**config.mk**
```make
export PLATFORM = sky130hd
export DESIGN_NAME = mem_port_arbiter
export DESIGN_NICKNAME = d
export VERILOG_FILES = /design/src/rtl/mem_pkg.sv /design/src/rtl/arb_priority.sv /design/src/rtl/mem_port_arbiter.sv
export SDC_FILE = /design/constraint.sdc
export NUM_CORES = 1
export LEC_CHECK = 0
export CAP_MARGIN = 40
export CORE_ASPECT_RATIO = 0.75
export CORE_MARGIN = 2
export CORE_UTILIZATION = 38
export DETAILED_ROUTE_END_ITERATION = 10
export PLACE_DENSITY = 0.77
export SYNTH_ARGS = -nofsm -noshare
export SYNTH_HDL_FRONTEND = slang
export SYNTH_SLANG_ARGS = --single-unit
```
**constraint.sdc**
```tcl
create_clock -name clk -period 1.7 [get_ports clk]
set_input_delay 0.51 -clock clk [delete_from_list [all_inputs] [get_ports clk]]
set_output_delay 0.51 -clock clk [all_outputs]
set_load 0.01 [all_outputs]
```
**src/rtl/mem_pkg.sv**
```systemverilog
// mem_pkg
// Shared definitions for the unified memory port arbiter: the access-size
// encodings, the arbiter FSM states, the owner tag and the alignment rule
// applied to data-stage requests.
package mem_pkg;

  localparam logic [1:0] SZ_BYTE = 2'b00;
  localparam logic [1:0] SZ_HALF = 2'b01;
  localparam logic [1:0] SZ_WORD = 2'b10;

  typedef enum logic [1:0] {
    IDLE,
    ISSUE,
    WAIT,
    RESP
  } arb_state_t;

  typedef enum logic {
    OWN_IF,
    OWN_DM
  } owner_t;

  // Byte accesses are always aligned; unknown size codes are let through.
  function automatic logic is_misaligned(input logic [1:0] size,
                                         input logic [1:0] addr_lo);
    return ((size == SZ_WORD) && (addr_lo != 2'b00)) ||
           ((size == SZ_HALF) && addr_lo[0]);
  endfunction

endpackage

```
**src/rtl/arb_priority.sv**
```systemverilog
// arb_priority
// Winner select between instruction fetch and data requests, plus the
// starvation counter that bounds how many data grants in a row can pass a
// waiting fetch.
// Ports:
//   clk, reset        clock, asynchronous active-low reset
//   arb_en            arbiter is idle and may grant this cycle
//   if_req, dm_req    pending requests
//   grant_if/grant_dm one-hot grant (both 0 when idle or nothing pending)
module arb_priority #(
  parameter int MAX_DM_CONSEC = 4
) (
  input  logic clk,
  input  logic reset,
  input  logic arb_en,
  input  logic if_req,
  input  logic dm_req,
  output logic grant_if,
  output logic grant_dm
);

  localparam int SW = $clog2(MAX_DM_CONSEC + 1);
  localparam logic [SW-1:0] STARVE_MAX = SW'(MAX_DM_CONSEC);

  logic [SW-1:0] starve_cnt_q, starve_cnt_d;
  logic          if_forced;

  always_comb begin
    // Once fetch has watched MAX_DM_CONSEC data grants go by it takes the port.
    if_forced    = if_req && (starve_cnt_q == STARVE_MAX);
    grant_dm     = arb_en && dm_req && !if_forced;
    grant_if     = arb_en && if_req && !grant_dm;

    starve_cnt_d = starve_cnt_q;
    if (grant_if) begin
      starve_cnt_d = '0;
    end else if (grant_dm) begin
      if (!if_req) begin
        starve_cnt_d = '0;
      end else if (starve_cnt_q != STARVE_MAX) begin
        starve_cnt_d = starve_cnt_q + SW'(1);
      end
    end
  end

  always_ff @(posedge clk or negedge reset) begin
    if (!reset) begin
      starve_cnt_q <= '0;
    end else begin
      starve_cnt_q <= starve_cnt_d;
    end
  end

endmodule

```
**src/rtl/mem_port_arbiter.sv**
```systemverilog
// mem_port_arbiter
// Shares a single memory port between instruction fetch (read-only, word)
// and the data memory stage (read/write, byte/half/word). Each access runs
// IDLE -> ISSUE -> WAIT -> RESP; data has priority, fetch is protected from
// starvation by arb_priority.
// Ports:
//   clk, reset                      clock, asynchronous active-low reset
//   if_req/if_addr                  fetch request, held until if_done
//   if_rdata/if_done                fetched word and its completion pulse
//   dm_req/dm_addr/dm_wdata/
//   dm_size/dm_rw                   data request, held until dm_done
//   dm_rdata/dm_done/dm_err         load data, completion, misalignment error
//   stall_if/stall_mm               pipeline stalls (req & ~done)
//   mem_addr/mem_data_in/
//   mem_access_size/mem_rd_wr/
//   mem_enable                      memory command, held while mem_busy
//   mem_data_out/mem_busy           memory response / back-pressure
module mem_port_arbiter
  import mem_pkg::*;
#(
  parameter int MEM_LAT       = 1,
  parameter int MAX_DM_CONSEC = 4
) (
  input  logic        clk,
  input  logic        reset,
  input  logic        if_req,
  input  logic [31:0] if_addr,
  output logic [31:0] if_rdata,
  output logic        if_done,
  input  logic        dm_req,
  input  logic [31:0] dm_addr,
  input  logic [31:0] dm_wdata,
  input  logic [1:0]  dm_size,
  input  logic        dm_rw,
  output logic [31:0] dm_rdata,
  output logic        dm_done,
  output logic        dm_err,
  output logic        stall_if,
  output logic        stall_mm,
  output logic [31:0] mem_addr,
  output logic [31:0] mem_data_in,
  output logic [1:0]  mem_access_size,
  output logic        mem_rd_wr,
  output logic        mem_enable,
  input  logic [31:0] mem_data_out,
  input  logic        mem_busy
);

  localparam int WW = $clog2(MEM_LAT + 1);
  localparam logic [WW-1:0] WAIT_LOAD = WW'(MEM_LAT - 1);

  arb_state_t    state_q, state_d;
  owner_t        owner_q, owner_d;
  logic [31:0]   req_addr_q, req_addr_d;
  logic [31:0]   req_wdata_q, req_wdata_d;
  logic [1:0]    req_size_q, req_size_d;
  logic          req_rw_q, req_rw_d;
  logic          req_err_q, req_err_d;
  logic [WW-1:0] wait_cnt_q, wait_cnt_d;
  logic [31:0]   if_rdata_q, if_rdata_d;
  logic [31:0]   dm_rdata_q, dm_rdata_d;
  logic          if_done_q, if_done_d;
  logic          dm_done_q, dm_done_d;
  logic          dm_err_q, dm_err_d;
  logic          mem_enable_q, mem_enable_d;
  logic          grant_if, grant_dm;

  arb_priority #(
    .MAX_DM_CONSEC(MAX_DM_CONSEC)
  ) u_arb_priority (
    .clk     (clk),
    .reset   (reset),
    .arb_en  (state_q == IDLE),
    .if_req  (if_req),
    .dm_req  (dm_req),
    .grant_if(grant_if),
    .grant_dm(grant_dm)
  );

  always_comb begin
    state_d      = state_q;
    owner_d      = owner_q;
    req_addr_d   = req_addr_q;
    req_wdata_d  = req_wdata_q;
    req_size_d   = req_size_q;
    req_rw_d     = req_rw_q;
    req_err_d    = req_err_q;
    wait_cnt_d   = wait_cnt_q;
    if_rdata_d   = if_rdata_q;
    dm_rdata_d   = dm_rdata_q;
    if_done_d    = 1'b0;
    dm_done_d    = 1'b0;
    dm_err_d     = 1'b0;
    mem_enable_d = 1'b0;

    case (state_q)
      IDLE: begin
        if (grant_dm) begin
          owner_d      = OWN_DM;
          req_addr_d   = dm_addr;
          req_wdata_d  = dm_wdata;
          req_size_d   = dm_size;
          req_rw_d     = dm_rw;
          req_err_d    = is_misaligned(dm_size, dm_addr[1:0]);
          mem_enable_d = !req_err_d;
          state_d      = ISSUE;
        end else if (grant_if) begin
          owner_d      = OWN_IF;
          req_addr_d   = if_addr;
          req_wdata_d  = '0;
          req_size_d   = SZ_WORD;
          req_rw_d     = 1'b1;
          req_err_d    = 1'b0;
          mem_enable_d = 1'b1;
          state_d      = ISSUE;
        end
      end
      ISSUE: begin
        // A misaligned request spends its ISSUE slot with the strobe low and
        // reports the error without ever touching memory.
        if (req_err_q) begin
          dm_done_d = 1'b1;
          dm_err_d  = 1'b1;
          state_d   = RESP;
        end else if (mem_busy) begin
          mem_enable_d = 1'b1;
        end else begin
          wait_cnt_d = WAIT_LOAD;
          state_d    = WAIT;
        end
      end
      WAIT: begin
        if (wait_cnt_q == '0) begin
          if (owner_q == OWN_IF) begin
            if_done_d = 1'b1;
            if (req_rw_q) if_rdata_d = mem_data_out;
          end else begin
            dm_done_d = 1'b1;
            if (req_rw_q) dm_rdata_d = mem_data_out;
          end
          state_d = RESP;
        end else begin
          wait_cnt_d = wait_cnt_q - WW'(1);
        end
      end
      RESP: begin
        state_d = IDLE;
      end
      default: begin
        state_d = IDLE;
      end
    endcase
  end

  always_ff @(posedge clk or negedge reset) begin
    if (!reset) begin
      state_q      <= IDLE;
      owner_q      <= OWN_IF;
      req_addr_q   <= '0;
      req_wdata_q  <= '0;
      req_size_q   <= SZ_BYTE;
      req_rw_q     <= 1'b1;
      req_err_q    <= 1'b0;
      wait_cnt_q   <= '0;
      if_rdata_q   <= '0;
      dm_rdata_q   <= '0;
      if_done_q    <= 1'b0;
      dm_done_q    <= 1'b0;
      dm_err_q     <= 1'b0;
      mem_enable_q <= 1'b0;
    end else begin
      state_q      <= state_d;
      owner_q      <= owner_d;
      req_addr_q   <= req_addr_d;
      req_wdata_q  <= req_wdata_d;
      req_size_q   <= req_size_d;
      req_rw_q     <= req_rw_d;
      req_err_q    <= req_err_d;
      wait_cnt_q   <= wait_cnt_d;
      if_rdata_q   <= if_rdata_d;
      dm_rdata_q   <= dm_rdata_d;
      if_done_q    <= if_done_d;
      dm_done_q    <= dm_done_d;
      dm_err_q     <= dm_err_d;
      mem_enable_q <= mem_enable_d;
    end
  end

  assign if_rdata        = if_rdata_q;
  assign if_done         = if_done_q;
  assign dm_rdata        = dm_rdata_q;
  assign dm_done         = dm_done_q;
  assign dm_err          = dm_err_q;
  assign stall_if        = if_req & ~if_done_q;
  assign stall_mm        = dm_req & ~dm_done_q;
  assign mem_addr        = req_addr_q;
  assign mem_data_in     = req_wdata_q;
  assign mem_access_size = req_size_q;
  assign mem_rd_wr       = req_rw_q;
  assign mem_enable      = mem_enable_q;

endmodule

```
# [Word-level counts from Yosys, hierarchy flattened]
# Index checks and enable logic that the tools add are counted.
[totals] regBits=143 wordCells=95
[op_classes] addsub=2 n_eq_ne=13 n_mux=38 bitwise_logic=6 n_reduce_logical=21
[op_table] op="$mux 32" count=4
[op_table] op="$mux 1" count=19
[op_table] op="$mux 2" count=7
[op_table] op="$mux 3" count=4
[op_table] op="$ne 3x3->1 const B" count=3
[op_table] op="$pmux 2 s4" count=1
[op_table] op="$reduce_and 4->1" count=2
[op_table] op="$logic_and 1x1->1" count=7
[op_table] op="$eq 2x2->1 const B" count=3
[op_table] op="$ne 2x2->1 const B" count=3
[op_table] op="$pmux 1 s2" count=3
[op_table] op="$reduce_and 3->1" count=2
[op_table] op="$reduce_bool 2->1" count=3
[op_table] op="$eq 2x1->1 const B" count=2
[op_table] op="$not 1->1" count=4
[op_table] op="$reduce_and 2->1" count=2
[op_table] op="$add 3x1->3 const B" count=1
[op_table] op="$eq 3x3->1 const B" count=1
[op_table] op="$logic_not 1->1" count=3
[op_table] op="$ne 3x1->1 const B" count=1
[op_table] op="$and 1x1->1" count=2
[op_table] op="$logic_not 2->1" count=1
[op_table] op="$logic_or 1x1->1" count=1
[op_table] op="$sub 1x1->1 const B" count=1

# [Longest topological paths before layout]
# Gate-level depths: netlist of run 1.
[depth] depth_word=9 ltp_mapped=8 ltp_nobuf=5

# [Cells and area by module]
# From an unflattened synthesis of run 1, not the netlist that was laid out.
[unflattened] cells_unflattened=486 hier_area_um2=5960.7
[by_module_without_submodules] module="mem_port_arbiter" instances=1 cells_per_inst=463 area_each_um2=5768.0 seq_area_each_um2=3479.6
[by_module_without_submodules] module="arb_priority" instances=1 cells_per_inst=23 area_each_um2=192.7 seq_area_each_um2=75.1

# [Worst setup path after synthesis of run 1]
# OpenSTA, ideal clock, no wires.
[synth_timing] kind="input port to flip-flop" start="input if_req" end="register req_err_q" t_arrival_ps=1582 setup_slack_ps=-7 stages=6 cell_sequence="buf_2 -> and3_1 -> buf_2 -> or2_1 -> buf_6 -> mux2_4"
[synth_via] elab_chain_len=7
[synth_rtl] element="start: declaration" line="mem_port_arbiter.sv:26" source="input logic if_req,"
[synth_rtl] element="$logic_and 1x1->1" line="arb_priority.sv:30" source="if_forced = if_req && (starve_cnt_q == STARVE_MAX);"
[synth_rtl] element="$logic_not 1->1" line="arb_priority.sv:31" source="grant_dm = arb_en && dm_req && !if_forced;"
[synth_rtl] element="$logic_and 1x1->1" line="arb_priority.sv:31"
[synth_rtl] element="$logic_not 1->1" line="arb_priority.sv:32" source="grant_if = arb_en && if_req && !grant_dm;"
[synth_rtl] element="$logic_and 1x1->1" line="arb_priority.sv:32"
[synth_rtl] element="$reduce_bool 2->1 (no line)"
[synth_rtl] element="$reduce_and 2->1 (no line)"
[synth_rtl] element="end signal: assignment" line="mem_port_arbiter.sv:178" source="req_err_q <= req_err_d;"
[synth_rtl] element="end: declaration" line="mem_port_arbiter.sv:58" source="logic req_err_q, req_err_d;"
# Parallel ways exist; a longest one is shown, timed or not.
# A chain may end at the register's enable or synchronous reset.

# [Worst setup path after layout of run 1]
[layout_timing] start="register req_size_q[1], in the netlist mem_access_size[1]" end="output mem_access_size[1]"
[layout_lines] element="start: declaration" line="mem_port_arbiter.sv:56" source="logic [1:0] req_size_q, req_size_d;"
[layout_lines] element="start signal: assignment" line="mem_port_arbiter.sv:176" source="req_size_q <= req_size_d;"
[layout_lines] element="end: declaration" line="mem_port_arbiter.sv:42" source="output logic [1:0] mem_access_size,"
# No word-level cell between the ends.

==> summary.txt, run 1 <==
Status
  • Status: finished, final reports clean

Run
  • # Max-Cap Violations: 0

Power
  • Comb power frac: 0.429
  • Worst VDD drop: 1.17 mV
  • Power Dens Cells: 1780 nW/um^2
  • Sequential fraction of design power: 0.343
  • Switching share of power: 0.338
  • Pleak: 0.00463 uW
  • Clock Power Share: 0.228
  • Cell Int Power: 11,600 uW
  • Psw: 5910 uW

GRT
  • Antenna violations before repair: 1
  • Largest net degree at the start of global routing: 66
  • Via count of the first global-routing pass: 5,327
  • Gr usage total: 0.216
  • Grt total ovfl: 0
  • Global-route wire length before repair: 28,400 um

Setup path
  • Critical path, cell by cell: dlygate4sd2_1
  • Worst reg2reg setup slack: 0.08 ns
  • Data arrival, critical path: 1.13 ns
  • Crit start category: register
  • Worst R2R Start: state_q[0]
  • Largest delay share family, worst path: flip-flops
  • Crit end category: primary output
  • Max FO, Critical Path: 2
  • Worst r2r dst: if_rdata[31]
  • CP max-delay cell: dfrtp_1
  • Crit path launch: mem_access_size[1]
  • Worst r2r path cells: 6
  • Crit path buf inv count: 1
  • Worst setup path class: register to primary output
  • CP Depth: 1
  • Worst Setup EP: mem_access_size[1]
  • Worst path required time: 1.19 ns
  • Worst path max stage delay: 0.41 ns

Clocking
  • Postcts setup bufs: 0
  • CTS tree: yes
  • Clock transition at path regs: 0.06 ns
  • H-tree depth: 4
  • Clock Path Buffers: 2
  • Clk Latency, worst-skew pair: 0.41 ns
  • CTS buffer count: 17
  • CTS Root Cell: clkbuf_16
  • CTS Sinks: 142

Final layout
  • Share of layout cells above drive strength 1: 0.196
  • Synth-to-Final Area Change: 62.1%
  • Final #Nets: 924
  • Non-filler instance count after layout: 1,001
  • Commonest non-fill, non-tap cell in the layout: dfrtp_1
  • Commonest non-fill, non-tap cells in the layout: 141 x dfrtp_1, 136 x dlygate4sd2_1, 132 x clkdlybuf4s50_1

Floorplan
  • # rows: 39
  • Num ports: 273
  • DIE AREA: 17,000 um^2
  • Die X: 150 um
  • Die Y: 113 um
  • Core ar.: 15,400 um^2
  • Initial core utilization: 0.393

Logic synthesis
  • Synthesized instance count: 494
  • Asr flop ratio synth: 1.00
  • Synth Register Bits: 142
  • Prevailing post-synth register cell: dfrtp_1
  • Syn Area/Cell: 12.3 um^2
  • Syn Std Cell Area: 6050 um^2
  • Post-synthesis net count: 636
  • Synth unique cells: 32
  • Register area share after synthesis: 0.587
  • EDFF count, synth: 0
  • Ys Warns: 0

Place
  • Port Buf Inserts: 272
  • Gpl congestion: 0.802
  • Hpwl dp: 12,700 um
  • Cells after DPL: 964

Routing
  • DR vias: 5,049
  • Iteration-0 DRC Markers: 269
  • WL per Instance: 18.5 um
  • Vias per cell: 5.04
  • TritonRoute pass-1 iters: 4
  • Total Wirelength: 18,500 um
  • Post-DRT Antenna Nets: 0
  • DRC: 0

STA
  • Max Clock Freq: 0.609 GHz
  • Worst slew pin tran: 0.437 ns
  • TNS Setup: 0 ns
  • Setup violators final: 0
  • RSZ-0062 raised after global routing: false
  • Worst clock skew: 0.00595 ns
  • Slew Limit Fails: 0
  • Minimum clock period: 1.64 ns
  • Fin. Hold Viols: 0
  • Final period util: 0.966
  • Slew margin rel.: 0.709

Hold path
  • Hold Path Class: register to register
## cells by family (layout without fill, tap and decap cells)
kind of cell / after synthesis / after routing / share of synthesized area
AND/OR/NAND/NOR: 56 / 56 / 0.0465
multiplexers: 98 / 98 / 0.176
other: 0 / 1 / 0
AO/OA/AOI/OAI: 113 / 113 / 0.115
flip-flops: 142 / 142 / 0.587
adder cells (fa/ha/maj): 6 / 6 / 0.0124
buffers and inverters: 77 / 378 / 0.0601
XOR/XNOR: 2 / 2 / 0.00289
## worst reg2reg max path: cells and delay by family, from the launching register on
family / cells / cell delay (ns)
adders and majority gates: 1 / 0.20
buffers and inverters: 2 / 0.27
DFF: 1 / 0.40
muxes: 1 / 0.30
and+or+nand+nor: 2 / 0.33
## per-layer routing
layer  track usage  wire [um]
met5             0          0
met4        0.0931        469
met3        0.0544       1260
met2         0.377       9500
met1         0.255       7270
## registers in the layout, summed over array words and instances (netlist names)
register                     flops
owner_q                          1
mem_data_in                     32
u_arb_priority.starve_cnt_q      3
if_done                          1
if_rdata                        32
dm_done                          1
req_err_q                        1
mem_access_size                  2
mem_enable                       1
mem_rd_wr                        1
dm_err                           1
state_q                          2
dm_rdata                        32
mem_addr                        32
## worst min-delay path by stage
stage / from / to / slack (ns) / cells after the start
after floorplan: reset / dm_done / 0.21 / 0
after global placement: reset / dm_rdata[4] / 0.41 / 1
after detailed placement: reset / dm_rdata[4] / 0.42 / 1
after CTS: if_rdata[14] / if_rdata[14] / 0.50 / 1
after global routing: dm_rdata[11] / dm_rdata[11] / 0.52 / 1
final: if_rdata[22] / if_rdata[22] / 0.50 / 1
## timing repair
action	CTS	global route
hold buffers	1	0
hold endpoints to repair	28	0
gates cloned	1	2
setup endpoints to repair	234	95
gates resized for setup	155	13
pin swaps	2	0
## power groups by stage
stage,sequential [uW],combinational [uW],clock [uW]
final,6000,7500,3990
after global routing,6190,8110,4230
after CTS,5990,7430,4070
after detailed placement,6070,8430,0
after global placement,5960,8180,0
after floorplan,6710,3010,0
## layout make-up
cell class                      instances  area (um^2)
Sequential cell                       142         3550
Clock inverter                         13          188
Multi-Input combinational cell        275         2200
Clock buffer                           19          453
Inverter                               39          146
Fill cell                            1224         5610
Antenna cell                            1         2.50
Tap cell                              205          256
Timing Repair Buffer                  307         3010
## synthesized netlist by cell type, types with 2 or more instances
master / n / area, um^2
a21oi_1: 38 / 190
a32o_1: 2 / 20.0
and2_1: 2 / 12.5
buf_1: 3 / 11.3
buf_2: 12 / 60.1
buf_6: 8 / 90.1
clkbuf_1: 15 / 56.3
dfrtp_1: 141 / 3530
ha_1: 6 / 75.1
inv_1: 39 / 146
mux2_2: 65 / 732
mux2i_1: 32 / 320
nand2_1: 6 / 22.5
nor2_1: 5 / 18.8
nor2b_1: 3 / 18.8
nor3_1: 35 / 175
o211ai_1: 34 / 255
o21ai_1: 33 / 165
xor2_1: 2 / 17.5
## through the flow
step	setup slack, ns	total power (uW)	hold slack, ns	util	cell area (um^2)
after floorplan	0.00227	9720	0.214	-	6060
after global placement	-0.577	14100	0.412	0.597	9200
after detailed placement	-0.564	14500	0.422	0.597	9200
after CTS	0.00265	17500	0.502	0.630	9710
after global routing	0.00484	18500	0.517	0.636	9810
final	0.0579	17500	0.498	0.636	9810
Power figures use the tool's default switching activity.
==> run 2: changes to the inputs <==
--- a/config.mk
+++ b/config.mk
@@ -9,6 +9,7 @@
 export CORE_ASPECT_RATIO = 0.75
 export CORE_MARGIN = 2
 export CORE_UTILIZATION = 38
+export CTS_CLUSTER_DIAMETER = 120
 export DETAILED_ROUTE_END_ITERATION = 10
 export PLACE_DENSITY = 0.77
 export SYNTH_ARGS = -nofsm -noshare
==> results of run 2 <==
Same layout as run 1: the final DEF is identical, and so are final timing and power.
==> run 3: changes to the inputs <==
--- a/config.mk
+++ b/config.mk
@@ -11,7 +11,7 @@
 export CORE_UTILIZATION = 38
 export CTS_CLUSTER_DIAMETER = 120
 export DETAILED_ROUTE_END_ITERATION = 10
-export PLACE_DENSITY = 0.77
+export PLACE_DENSITY = 0.87
 export SYNTH_ARGS = -nofsm -noshare
 export SYNTH_HDL_FRONTEND = slang
 export SYNTH_SLANG_ARGS = --single-unit
==> constraint.sdc (replaced) <==
create_clock -name clk -period 1.5 [get_ports clk]
set_input_delay 0.45 -clock clk [delete_from_list [all_inputs] [get_ports clk]]
set_output_delay 0.45 -clock clk [all_outputs]
set_load 0.01 [all_outputs]
==> run 3 against run 2 <==
The flow now finishes with violations (setup timing). Design area grew 6.0%. Worst setup slack lost 0.11 ns. First-iteration DRC count shrank 35%. Global-route usage grew 0.39 points. Routed wire length grew 11%. Die area is the same. Hold slack lost 0.041 ns. Register-to-register slack lost 0.13 ns. Largest power group unchanged. Total power grew 23%. Largest cell class unchanged. Critical path depth grew 5. Cell count grew 4.3%. Highest routed layer unchanged. Sequential cell count is the same.
==> summary.txt, run 3 (synthesis results as in run 1) <==
Setup path
  • Largest delay share family, worst path: flip-flops
  • Data arrival, critical path: 1.84 ns
  • Crit end category: register
  • Worst r2r path cells: 6
  • Max FO, Critical Path: 5
  • Crit path buf inv count: 3
  • Worst setup path class: register to register
  • Worst path max stage delay: 0.43 ns
  • Worst path required time: 1.79 ns
  • Critical path, cell by cell: inv_4 -> ha_4 -> buf_8 -> buf_4 -> a21oi_2 -> mux2_2
  • CP Depth: 6
  • Crit start category: register
  • CP max-delay cell: dfrtp_2

Final layout
  • Share of layout cells above drive strength 1: 0.499
  • Commonest non-fill, non-tap cells in the layout: 140 x dfrtp_1, 132 x clkdlybuf4s50_1, 77 x buf_2
  • Final #Nets: 967
  • Commonest non-fill, non-tap cell in the layout: dfrtp_1
  • Final Cell Area: 10,400 um^2
  • Non-filler instance count after layout: 1,044
  • Synth-to-Final Area Change: 71.8%

STA
  • Fin. Hold Viols: 0
  • RSZ-0062 raised after global routing: true
  • Max Clock Freq: 0.646 GHz
  • Slew margin rel.: 0.787
  • Worst clock skew: 0.00959 ns
  • Setup violators final: 37
  • Final WS setup: -0.0484 ns
  • Minimum clock period: 1.55 ns
  • TNS Setup: -0.636 ns
  • Final period util: 1.03
  • Slew Limit Fails: 0
  • Worst slew pin tran: 0.318 ns

Status
  • Status: finished, violations left
  • Failing checks: setup timing

Power
  • Worst VDD drop: 1.16 mV
  • Power Total: 21,500 uW
  • Pleak: 0.00476 uW
  • Power Dens Cells: 2060 nW/um^2

Place
  • Dpl ws: -0.617 ns
  • Port Buf Inserts: 272
  • Placed Instance Area: 9430 um^2
  • Gpl congestion: 0.766
  • Cells after DPL: 967
  • Hpwl dp: 12,600 um

GRT
  • Grt total ovfl: 0
  • Via count of the first global-routing pass: 5,319
  • Global-route wire length before repair: 28,700 um
  • Antenna violations before repair: 1
  • Largest net degree at the start of global routing: 56
  • Gr usage total: 0.220

Routing
  • TritonRoute pass-1 iters: 4
  • Post-DRT Antenna Nets: 0
  • WL per Instance: 19.7 um
  • Vias per cell: 5.07
  • Total Wirelength: 20,600 um
  • DR vias: 5,291
  • Iteration-0 DRC Markers: 176
  • DRC: 0

Clocking
  • CTS Root Cell: clkbuf_16
  • CTS buffer count: 17
  • H-tree depth: 4
  • Clock Path Buffers: 2
  • Clk Latency, worst-skew pair: 0.42 ns
  • CTS Sinks: 142
  • CTS tree: yes
  • Clock transition at path regs: 0.06 ns

Floorplan
  • Core ar.: 15,400 um^2
  • Die X: 150 um
  • Die Y: 113 um
  • DIE AREA: 17,000 um^2
  • # rows: 39
  • Initial core utilization: 0.393
  • Num ports: 273

Run
  • # Max-Cap Violations: 0

Hold path
  • Hold Path Class: input pin to asynchronous set/reset pin
-- run 3: cell count changes in the layout (fill, tap and decap cells not counted), sizes merged, moves of 3 or more --
cell / delta
buf: +110
dlygate4sd2: -134
inv: +3
clkbuf: +62
-- run 3: metrics by stage --
step | hold slack (ns) | util
floorplan | 0.154 | -
global placement | 0.330 | 0.611
detailed placement | 0.330 | 0.611
CTS | 0.452 | 0.670
global route | 0.461 | 0.675
finish | 0.457 | 0.675
-- run 3: power by group --
part / total [uW] / switching [uW] / internal (uW)
clock: 4360 / 1710 / 2650
sequential: 6900 / 1140 / 5770
combinational: 10200 / 4790 / 5430
-- run 3: layout make-up --
type | count | area (um^2)
Inverter | 39 | 149
Antenna cell | 1 | 2.50
Timing Repair Buffer | 348 | 3100
Sequential cell | 142 | 3560
Clock inverter | 14 | 184
Multi-Input combinational cell | 277 | 2730
Clock buffer | 18 | 429
Tap cell | 205 | 256
Fill cell | 1200 | 5020
-- run 3: routing by layer --
| layer | vias to the layer above | share of wire | GRT usage |
|---|---|---|---|
| met2 | 217 | 0.49 | 0.368 |
| met3 | 32 | 0.082 | 0.0762 |
| met1 | 2614 | 0.41 | 0.269 |
| met4 | 0 | 0.018 | 0.0698 |
| met5 | - | 0 | 0 |
| li1 | 2428 | - | - |
-- run 3: final timing paths --
path                               from      endpoint  slack (ns)
min in group clk           if_rdata[26]  if_rdata[26]        0.50
min                               reset   dm_rdata[4]        0.46
min reg2reg                if_rdata[26]  if_rdata[26]        0.50
max in group asynchronous         reset  mem_addr[28]        0.53
max reg2reg                  state_q[1]    state_q[1]       -0.05
max                          state_q[1]    state_q[1]       -0.05
-- run 3: what timing repair did --
action	in CTS	in global routing
gates resized for setup	416	177
hold buffers	1	0
setup buffers	12	15
cloned	5	13
endpoints found under the setup margin	243	247
endpoints found under the hold margin	20	0
pin swaps	15	16
